==> config.mk <==
export PLATFORM = sky130hd
export DESIGN_NAME = execute_stage_md
export DESIGN_NICKNAME = d
export VERILOG_FILES = /design/src/rtl/execute_stage_md.sv
export SDC_FILE = /design/constraint.sdc
export NUM_CORES = 2
export LEC_CHECK = 0
export ABC_AREA = 1
export CORE_MARGIN = 4
export CORE_UTILIZATION = 45
export CTS_CLUSTER_SIZE = 16
export DETAILED_ROUTE_END_ITERATION = 7
export PLACE_DENSITY = 0.66
export SLEW_MARGIN = 0
export SYNTH_ARGS = -nofsm -noshare
export SYNTH_HDL_FRONTEND = slang
export SYNTH_SLANG_ARGS = --single-unit
==> constraint.sdc <==
create_clock -name clk -period 4.55 [get_ports clk]
set_clock_uncertainty 0.2 [all_clocks]
set_input_delay 0.91 -clock clk [delete_from_list [all_inputs] [get_ports clk]]
set_output_delay 0.91 -clock clk [all_outputs]
set_load 0.01 [all_outputs]
==> src/rtl/execute_stage_md.sv <==
// EX stage with EX/MEM pipeline register: operand forwarding, single-cycle ALU and an
// iterative RV32M-style multiply/divide unit that holds off the front end while busy.
module execute_stage_md #(
    parameter int XLEN   = 32,
    parameter int REG_AW = 5
) (
    input  logic              clk,
    input  logic              rst,
    input  logic              valid_e,
    output logic              ready_e,
    input  logic [3:0]        alu_ctrl_e,
    input  logic              md_en_e,
    input  logic [2:0]        md_op_e,
    input  logic [XLEN-1:0]   rd1_e,
    input  logic [XLEN-1:0]   rd2_e,
    input  logic [1:0]        fwd_a_e,
    input  logic [1:0]        fwd_b_e,
    input  logic [XLEN-1:0]   result_w,
    input  logic [XLEN-1:0]   result_f,
    input  logic [REG_AW-1:0] rd_e,
    input  logic              reg_write_e,
    input  logic [XLEN-1:0]   pc_plus4_e,
    input  logic              stall_m,
    input  logic              flush,
    output logic              valid_m,
    output logic              reg_write_m,
    output logic [REG_AW-1:0] rd_m,
    output logic [XLEN-1:0]   alu_result_m,
    output logic [XLEN-1:0]   write_data_m,
    output logic [XLEN-1:0]   pc_plus4_m,
    output logic              busy
);
    localparam int SHW = $clog2(XLEN);

    typedef enum logic [1:0] {S_IDLE, S_MUL, S_DIV, S_DONE} state_t;

    state_t              state_q;
    logic [SHW-1:0]      cnt_q;
    logic [2*XLEN-1:0]   acc_q;
    logic [XLEN-1:0]     mag_q;
    logic [XLEN-1:0]     a_orig_q;
    logic                neg_q;
    logic                sa_q;
    logic                bz_q;
    logic [2:0]          op_q;
    logic [REG_AW-1:0]   rd_md_q;
    logic                rw_md_q;
    logic [XLEN-1:0]     pc_md_q;

    logic [XLEN-1:0]     src_a, src_b, alu_res;
    logic [SHW-1:0]      shamt;
    logic                a_signed, b_signed, sa_d, sb_d;
    logic [XLEN-1:0]     mag_a_d, mag_b_d;
    logic [XLEN:0]       mul_sum;
    logic [2*XLEN-1:0]   mul_next, div_next, prod;
    logic [XLEN:0]       div_shift, div_diff;
    logic [XLEN-1:0]     q_mag, r_mag, md_result;

    assign ready_e = (state_q == S_IDLE) && !stall_m;
    assign busy    = (state_q != S_IDLE);

    always_comb begin
        case (fwd_a_e)
            2'd0:    src_a = rd1_e;
            2'd1:    src_a = result_w;
            2'd2:    src_a = alu_result_m;
            default: src_a = result_f;
        endcase
        case (fwd_b_e)
            2'd0:    src_b = rd2_e;
            2'd1:    src_b = result_w;
            2'd2:    src_b = alu_result_m;
            default: src_b = result_f;
        endcase
    end

    assign shamt = src_b[SHW-1:0];

    always_comb begin
        case (alu_ctrl_e)
            4'd0:    alu_res = src_a + src_b;
            4'd1:    alu_res = src_a - src_b;
            4'd2:    alu_res = src_a & src_b;
            4'd3:    alu_res = src_a | src_b;
            4'd4:    alu_res = src_a ^ src_b;
            4'd5:    alu_res = src_a << shamt;
            4'd6:    alu_res = src_a >> shamt;
            4'd7:    alu_res = $signed(src_a) >>> shamt;
            4'd8:    alu_res = {{(XLEN-1){1'b0}}, ($signed(src_a) < $signed(src_b))};
            4'd9:    alu_res = {{(XLEN-1){1'b0}}, (src_a < src_b)};
            default: alu_res = '0;
        endcase
    end

    // Operands are reduced to magnitudes up front; signs are reapplied when the result is taken.
    always_comb begin
        a_signed = (md_op_e == 3'd0) || (md_op_e == 3'd1) || (md_op_e == 3'd2) ||
                   (md_op_e == 3'd4) || (md_op_e == 3'd6);
        b_signed = (md_op_e == 3'd0) || (md_op_e == 3'd1) ||
                   (md_op_e == 3'd4) || (md_op_e == 3'd6);
        sa_d     = a_signed && src_a[XLEN-1];
        sb_d     = b_signed && src_b[XLEN-1];
        mag_a_d  = sa_d ? ('0 - src_a) : src_a;
        mag_b_d  = sb_d ? ('0 - src_b) : src_b;
    end

    always_comb begin
        mul_sum   = {1'b0, acc_q[2*XLEN-1:XLEN]} + (acc_q[0] ? {1'b0, mag_q} : '0);
        mul_next  = {mul_sum, acc_q[XLEN-1:1]};
        div_shift = {acc_q[2*XLEN-1:XLEN], acc_q[XLEN-1]};
        div_diff  = div_shift - {1'b0, mag_q};
        div_next  = div_diff[XLEN] ? {div_shift[XLEN-1:0], acc_q[XLEN-2:0], 1'b0}
                                   : {div_diff[XLEN-1:0], acc_q[XLEN-2:0], 1'b1};
    end

    always_comb begin
        prod  = neg_q ? ('0 - acc_q) : acc_q;
        q_mag = acc_q[XLEN-1:0];
        r_mag = acc_q[2*XLEN-1:XLEN];
        case (op_q)
            3'd0:       md_result = prod[XLEN-1:0];
            3'd1, 3'd2,
            3'd3:       md_result = prod[2*XLEN-1:XLEN];
            3'd4, 3'd5: md_result = bz_q ? '1 : (neg_q ? ('0 - q_mag) : q_mag);
            default:    md_result = bz_q ? a_orig_q : (sa_q ? ('0 - r_mag) : r_mag);
        endcase
    end

    always_ff @(posedge clk or negedge rst) begin
        if (!rst) begin
            state_q      <= S_IDLE;
            cnt_q        <= '0;
            acc_q        <= '0;
            mag_q        <= '0;
            a_orig_q     <= '0;
            neg_q        <= 1'b0;
            sa_q         <= 1'b0;
            bz_q         <= 1'b0;
            op_q         <= '0;
            rd_md_q      <= '0;
            rw_md_q      <= 1'b0;
            pc_md_q      <= '0;
            valid_m      <= 1'b0;
            reg_write_m  <= 1'b0;
            rd_m         <= '0;
            alu_result_m <= '0;
            write_data_m <= '0;
            pc_plus4_m   <= '0;
        end else if (flush) begin
            state_q     <= S_IDLE;
            cnt_q       <= '0;
            valid_m     <= 1'b0;
            reg_write_m <= 1'b0;
        end else begin
            // Iteration keeps running under a downstream stall; only DONE waits.
            if (state_q == S_MUL || state_q == S_DIV) begin
                acc_q <= (state_q == S_MUL) ? mul_next : div_next;
                if (cnt_q == SHW'(XLEN-1)) begin
                    cnt_q   <= '0;
                    state_q <= S_DONE;
                end else begin
                    cnt_q <= cnt_q + 1'b1;
                end
            end
            if (!stall_m) begin
                valid_m     <= 1'b0;
                reg_write_m <= 1'b0;
                case (state_q)
                    S_IDLE: begin
                        if (valid_e && md_en_e) begin
                            op_q     <= md_op_e;
                            rd_md_q  <= rd_e;
                            rw_md_q  <= reg_write_e;
                            pc_md_q  <= pc_plus4_e;
                            a_orig_q <= src_a;
                            sa_q     <= sa_d;
                            neg_q    <= sa_d ^ sb_d;
                            bz_q     <= (src_b == '0);
                            cnt_q    <= '0;
                            if (md_op_e[2]) begin
                                acc_q   <= {{XLEN{1'b0}}, mag_a_d};
                                mag_q   <= mag_b_d;
                                state_q <= S_DIV;
                            end else begin
                                acc_q   <= {{XLEN{1'b0}}, mag_b_d};
                                mag_q   <= mag_a_d;
                                state_q <= S_MUL;
                            end
                        end else if (valid_e) begin
                            valid_m      <= 1'b1;
                            reg_write_m  <= reg_write_e;
                            rd_m         <= rd_e;
                            alu_result_m <= alu_res;
                            write_data_m <= src_b;
                            pc_plus4_m   <= pc_plus4_e;
                        end
                    end
                    S_DONE: begin
                        valid_m      <= 1'b1;
                        reg_write_m  <= rw_md_q;
                        rd_m         <= rd_md_q;
                        alu_result_m <= md_result;
                        pc_plus4_m   <= pc_md_q;
                        state_q      <= S_IDLE;
                    end
                    default: ;
                endcase
            end
        end
    end
endmodule

# == Word-level counts from Yosys, hierarchy flattened ==
# Index checks and enable logic that the tools add are counted.
# totals
word_cells,147
out_inout_bits,105
ff_bits,282
# op_classes
reduce_logical,26
shift,3
magnitude_cmp,2
muxes,52
bitwise_logic,7
eq_ne,29
n_addsub,10
# ops
cell,n
64-bit 2-to-1 mux,7
32-bit 2-to-1 mux,13
32-bit case mux with 10 select lines,1
32-bit case mux with 3 select lines,3
32-bit case mux with 2 select lines,2
"1-bit by 32-bit subtractor with 32-bit output, first input constant",4
32-bit less-than comparator,2
"1-bit by 64-bit subtractor with 64-bit output, first input constant",1
5-bit 2-to-1 mux,8
32-bit by 32-bit adder with 33-bit output,1
33-bit by 32-bit subtractor with 33-bit output,1
32-bit adder,1
32-bit AND,1
32-bit logical NOT,1
32-bit bitwise OR,1
32-bit by 5-bit left shift with 32-bit output,1
32-bit by 5-bit >> shifter with 32-bit output,1
32-bit by 5-bit >>> shifter with 32-bit output,1
32-bit subtractor,1
32-bit XOR,1
"4-bit by 3-bit == test with 1-bit output, second input constant",4
"3-bit == test, second input constant",4
2-bit 2-to-1 mux,6
5-bit case mux with 2 select lines,1
27 further kinds,62

# == Logic depth before layout (Yosys ltp) ==
# depth
word_depth,11
depth_mapped,28

# == Worst setup path after synthesis ==
# No wires, ideal clock.
# synth_path
kind,input to register
from,input fwd_b_e[0]
to,register alu_result_m[31]
t_arrival_ps,3766
t_required_ps,4228
path_buffers,5
slack_ps,462
stages,24
cell_sequence,buf_4 -> nor2_4 -> buf_2 -> nand2_1 -> nand4_2 -> inv_2 -> buf_2 -> buf_1 -> ha_1 -> clkbuf_1 -> inv_1 -> a21oi_1 -> nand2_1 -> nand2_1 -> nand2_1 -> nand2_1 -> nand2_1 -> nand2_1 -> nand3_1 -> nand3_1 -> nand2_1 -> nand3b_1 -> nand2_1 -> a21oi_1
# synth_via
elab_chain_cells,7
word_cells_on_any_way,16
cone_classes,add/sub: 2; eq/ne: 2; shift: 3; mux: 5; bitwise: 3; reduce/logical: 1
# synth_lines
element,line_no,rtl
"start, declared",17,"input logic [1:0] fwd_b_e,"
2-bit == test (tied with other cells),69,case (fwd_b_e)
32-bit case mux with 3 select lines (*),69,
32-bit subtractor (tied with other cells),82,4'd1: alu_res = src_a - src_b;
32-bit case mux with 10 select lines (*),80,case (alu_ctrl_e)
32-bit 2-to-1 mux (*),189,end else if (valid_e) begin
32-bit 2-to-1 mux (*),170,if (valid_e && md_en_e) begin
32-bit case mux with 2 select lines (*),168,case (state_q)
"end signal, assigned",193,alu_result_m <= alu_res;
"end signal, assigned",202,alu_result_m <= md_result;
"end, declared",28,"output logic [XLEN-1:0] alu_result_m,"
# Every way passes the cells marked *; elsewhere a longest branch is shown, timed or not. The select of a mux whose other input is x is not followed.
# A chain may end at the register's enable or synchronous reset.

# == Worst setup path in the final report ==
# layout_path
from,input fwd_b_e[0]
to,register alu_result_m[16]
# layout_via
elab_chain_cells,7
word_cells_on_any_way,16
cone_classes,add/sub: 2; eq/ne: 2; shift: 3; mux: 5; bitwise: 3; reduce/logical: 1
# layout_lines
element,line_no,rtl
2-bit == test (tied with other cells),69,
32-bit case mux with 3 select lines (*),69,
via src_b[9],50,"logic [XLEN-1:0] src_a, src_b, alu_res;"
32-bit subtractor or 32-bit adder (tied branches),"82, 81",
32-bit case mux with 10 select lines (*),80,
32-bit 2-to-1 mux (*),189,
32-bit 2-to-1 mux (*),170,
32-bit case mux with 2 select lines (*),168,
# Mark *: on every way through the listed nets, which the timed path passes. The rest lies on a longest branch. The select of a mux whose other input is x is not followed.

==> impl_metrics.csv <==
group,metric,value,unit
placement,dp_slack,-0.691,ns
outcome,violations,"DRC",
power_and_ir_drop,ir_worst_vdd,372,uV
drt,wire_per_inst,26.1,microns
layout,utilization,58.7,%
global_routing,grt_pass1_vias,44900,
synthesis,netlist.top_cell.by_area,"nand2_1",
setup_path,endpoint_kind,"flip-flop",
layout,syn_to_final_growth,29.0,%
sta,relSlewSlack,15.8,%
power_and_ir_drop,switching_share,55.8,%
clocking,cts_tree,"built",
setup_path,rrSetupSlack,0.44,ns
sta,finalSetupViolations,0,
power_and_ir_drop,p_sw,15.1,mW
synthesis,synthCells,6063,
global_routing,grt-ovfl-total,0,
floorplanning,boundaryPins,288,
layout,final_common_cell,"nand2_1",
floorplanning,die_area,81600,sq um
global_routing,grt_pass1_wl,296,mm
drt,drc,11,
floorplanning,fp.coreArea,76200,sq um
clocking,numCtsBuffers,37,
synthesis,seq_area_frac_synth,20.3,%
clocking,clk_latency,0.61,ns
layout,layout_common_cells,"nand2_1 (2,013), nand3_1 (746), buf_4 (691), nor2_1 (554), inv_1 (517)",
sta,timing.final.hold_violations,0,
synthesis,async_flop_share,100,%
hold_path,min_path_type,"input port to async pin",
layout,drive_above_1_share,13.6,%
synthesis,synth_cell_types,61,
drt,vias,48100,
clocking,cts.htree.levels,2,
setup_path,rr_worst_depth,14,
power_and_ir_drop,pwr-share-clk,11.3,%
power_and_ir_drop,p_leak,22.2,nW
synthesis,ys.flop_type,"dfrtp_1",
synthesis,ys_ff_latch,282,
layout,fin_nets,7179,
clocking,path_clk_slew,0.06,ns
sta,fin_ws,0.0650,ns
sta,period_needed,4.49,ns
synthesis,yosys.area.top_type_share,21.8,%
floorplanning,initial_core_util,45.5,%
floorplanning,floorplan.rows,101,
sta,fmax,0.223,GHz
placement,hpwl,164,mm
clocking,hold_buffers,0,
sta,period_share,98.6,%
setup_path,reg2reg_to,"acc_q[52]",
setup_path,required,4.79,ns
sta,maxSlewViolCount,0,
setup_path,critical_path_class,"input port to flip-flop",
power_and_ir_drop,powerDensity,605,nW/um^2
global_routing,grt_usage,48.5,%
power_and_ir_drop,p_seq_share,17.9,%
synthesis,netlist_area,34700,sq um
power_and_ir_drop,combPwrFrac,70.8,%
drt,viasPerCell,6.11,
placement,io_buffer_count,287,
drt,drt_iter0_drc,7004,
global_routing,antenna_found_initial,8,
power_and_ir_drop,finalPower,27.1,mW
drt,antenna_left,0,
clocking,cts_buffer_depth,3,
floorplanning,fp.dieW,286,microns
drt,drtPass1Iterations,8,
setup_path,regToRegStartpoint,"acc_q[0]",
global_routing,grt_max_degree,89,
flow_run,drv_cap,0,
power_and_ir_drop,power.internal,12.0,mW
synthesis,ys.warnings.count,0,
synthesis,synth_edf_count,0,
setup_path,startpoint_type,"input port",
synthesis,synth_area_leaders,"nand2_1 (22%), dfrtp_1 (20%), nand3_1 (11%)",
setup_path,cp_data_arrival_time,4.73,ns
sta,worstMarginPinSlew,1.25,ns
synthesis,avgSynthCellArea,5.72,sq um
setup_path,path_max_fanout,6,
placement,place_congestion,1.20,
clocking,cts.sinks,282,
outcome,outcome,"complete, but fails checks",
floorplanning,die_h,286,microns
drt,totalWireLength,206,mm
clocking,cts_root_buf,"clkbuf_16",
synthesis,syn_nets,6423,
[cells by family (layout without fill, tap and decap cells)]
kind of cell | after synthesis | count (layout) | share of synthesized area (%)
AND/OR/NAND/NOR | 3563 | 3563 | 43.0
AO/OA/AOI/OAI | 1098 | 1098 | 17.9
buffers and inverters | 831 | 1613 | 9.39
flip-flops | 282 | 282 | 20.3
adder cells (fa/ha/maj) | 177 | 177 | 6.47
XOR/XNOR | 112 | 112 | 2.83
other | 0 | 6 | 0
[through the flow]
step                      instance area [sq um]  instances  hold slack, ns  setup TNS [ns]
final                                     44700       7881           0.107               0
after global routing                      44700       7875           0.222        -0.00151
after CTS                                 44600       7874           0.191               0
after detailed placement                  43400       7809           0.259          -11.77
after global placement                    43400       7809           0.253          -10.60
after floorplan                           34700       6063           0.242               0
[synthesized netlist by cell type (all sizes together) (60+ instances only)]
| cell type | count |
|---|---|
| a21oi | 370 |
| dfrtp | 282 |
| ha | 173 |
| xor2 | 93 |
| o21ai | 456 |
| buf | 92 |
| nand4 | 60 |
| clkbuf | 194 |
| inv | 534 |
| nand3 | 749 |
| o211ai | 62 |
| nor2 | 600 |
| nand2 | 2033 |
[state kept, by name, summed over array words and instances (netlist names), 5 cells and up]
name and flops:
a_orig_q 32, acc_q 64, alu_result_m 32, cnt_q 5, mag_q 32, pc_md_q 32
pc_plus4_m 32, rd_m 5, rd_md_q 5, write_data_m 32
[critical path, stage by stage]
cell and delay, ns:
clkdlybuf4s50_1 0.49, buf_4 0.19, nand2_2 0.16, buf_4 0.20
buf_4 0.13, nand2_1 0.06, o22ai_2 0.21, buf_4 0.24
inv_1 0.09, ha_1 0.22, inv_1 0.07, o21ai_0 0.13
buf_4 0.17, a21oi_1 0.26, nor2_1 0.10, buf_4 0.14
nor2_1 0.12, nand3_1 0.09, nand3_1 0.11, nand4_1 0.22
o21ai_1 0.31, a21oi_1 0.10
[worst max path at each step]
stage,cells past startpoint,endpoint,slack (ns),startpoint
after floorplan,24,alu_result_m[31],0.46,fwd_b_e[0]
after global placement,22,alu_result_m[22],-0.81,fwd_b_e[0]
after global routing,23,alu_result_m[22],-0.002,fwd_b_e[0]
final,22,alu_result_m[16],0.06,fwd_b_e[0]
after CTS,22,alu_result_m[14],0.02,fwd_b_e[0]
after detailed placement,22,alu_result_m[22],-0.69,fwd_b_e[0]
[metal layers]
layer / part of all wire [%] / vias to the layer above / track usage, %
li1: - / 21500 / -
met4: 11 / 8 / 41.2
met3: 12 / 1054 / 13.6
met2: 42 / 3609 / 72.7
met1: 35 / 21900 / 57.3
met5: 0.028 / - / 0
[power groups by stage]
stage / Sequential (mW) / Clock (mW) / Combinational (mW)
final: 4.85 / 3.05 / 19.2
after CTS: 4.72 / 3.05 / 18.2
after detailed placement: 4.74 / 0 / 18.1
after floorplan: 4.35 / 0 / 9.76
after global routing: 4.87 / 3.15 / 20.3
after global placement: 4.73 / 0 / 18.0
[cell type report]
class | count | area (sq um)
multi-input combinational | 4950 | 24600
timing repair buffer | 1003 | 8550
fill | 7678 | 31500
clock inverter | 16 | 185
sequential | 282 | 7060
clock buffer | 49 | 1030
antenna | 6 | 15.0
tap | 1030 | 1290
inverter | 545 | 2050
[what timing repair did]
item	CTS	global route
resized for setup	4	42
setup endpoints to repair	4	22
buffers inserted	0	1
pin swaps	0	1
endpoints found under the hold margin	0	0
(Power assumes the default switching activity.)
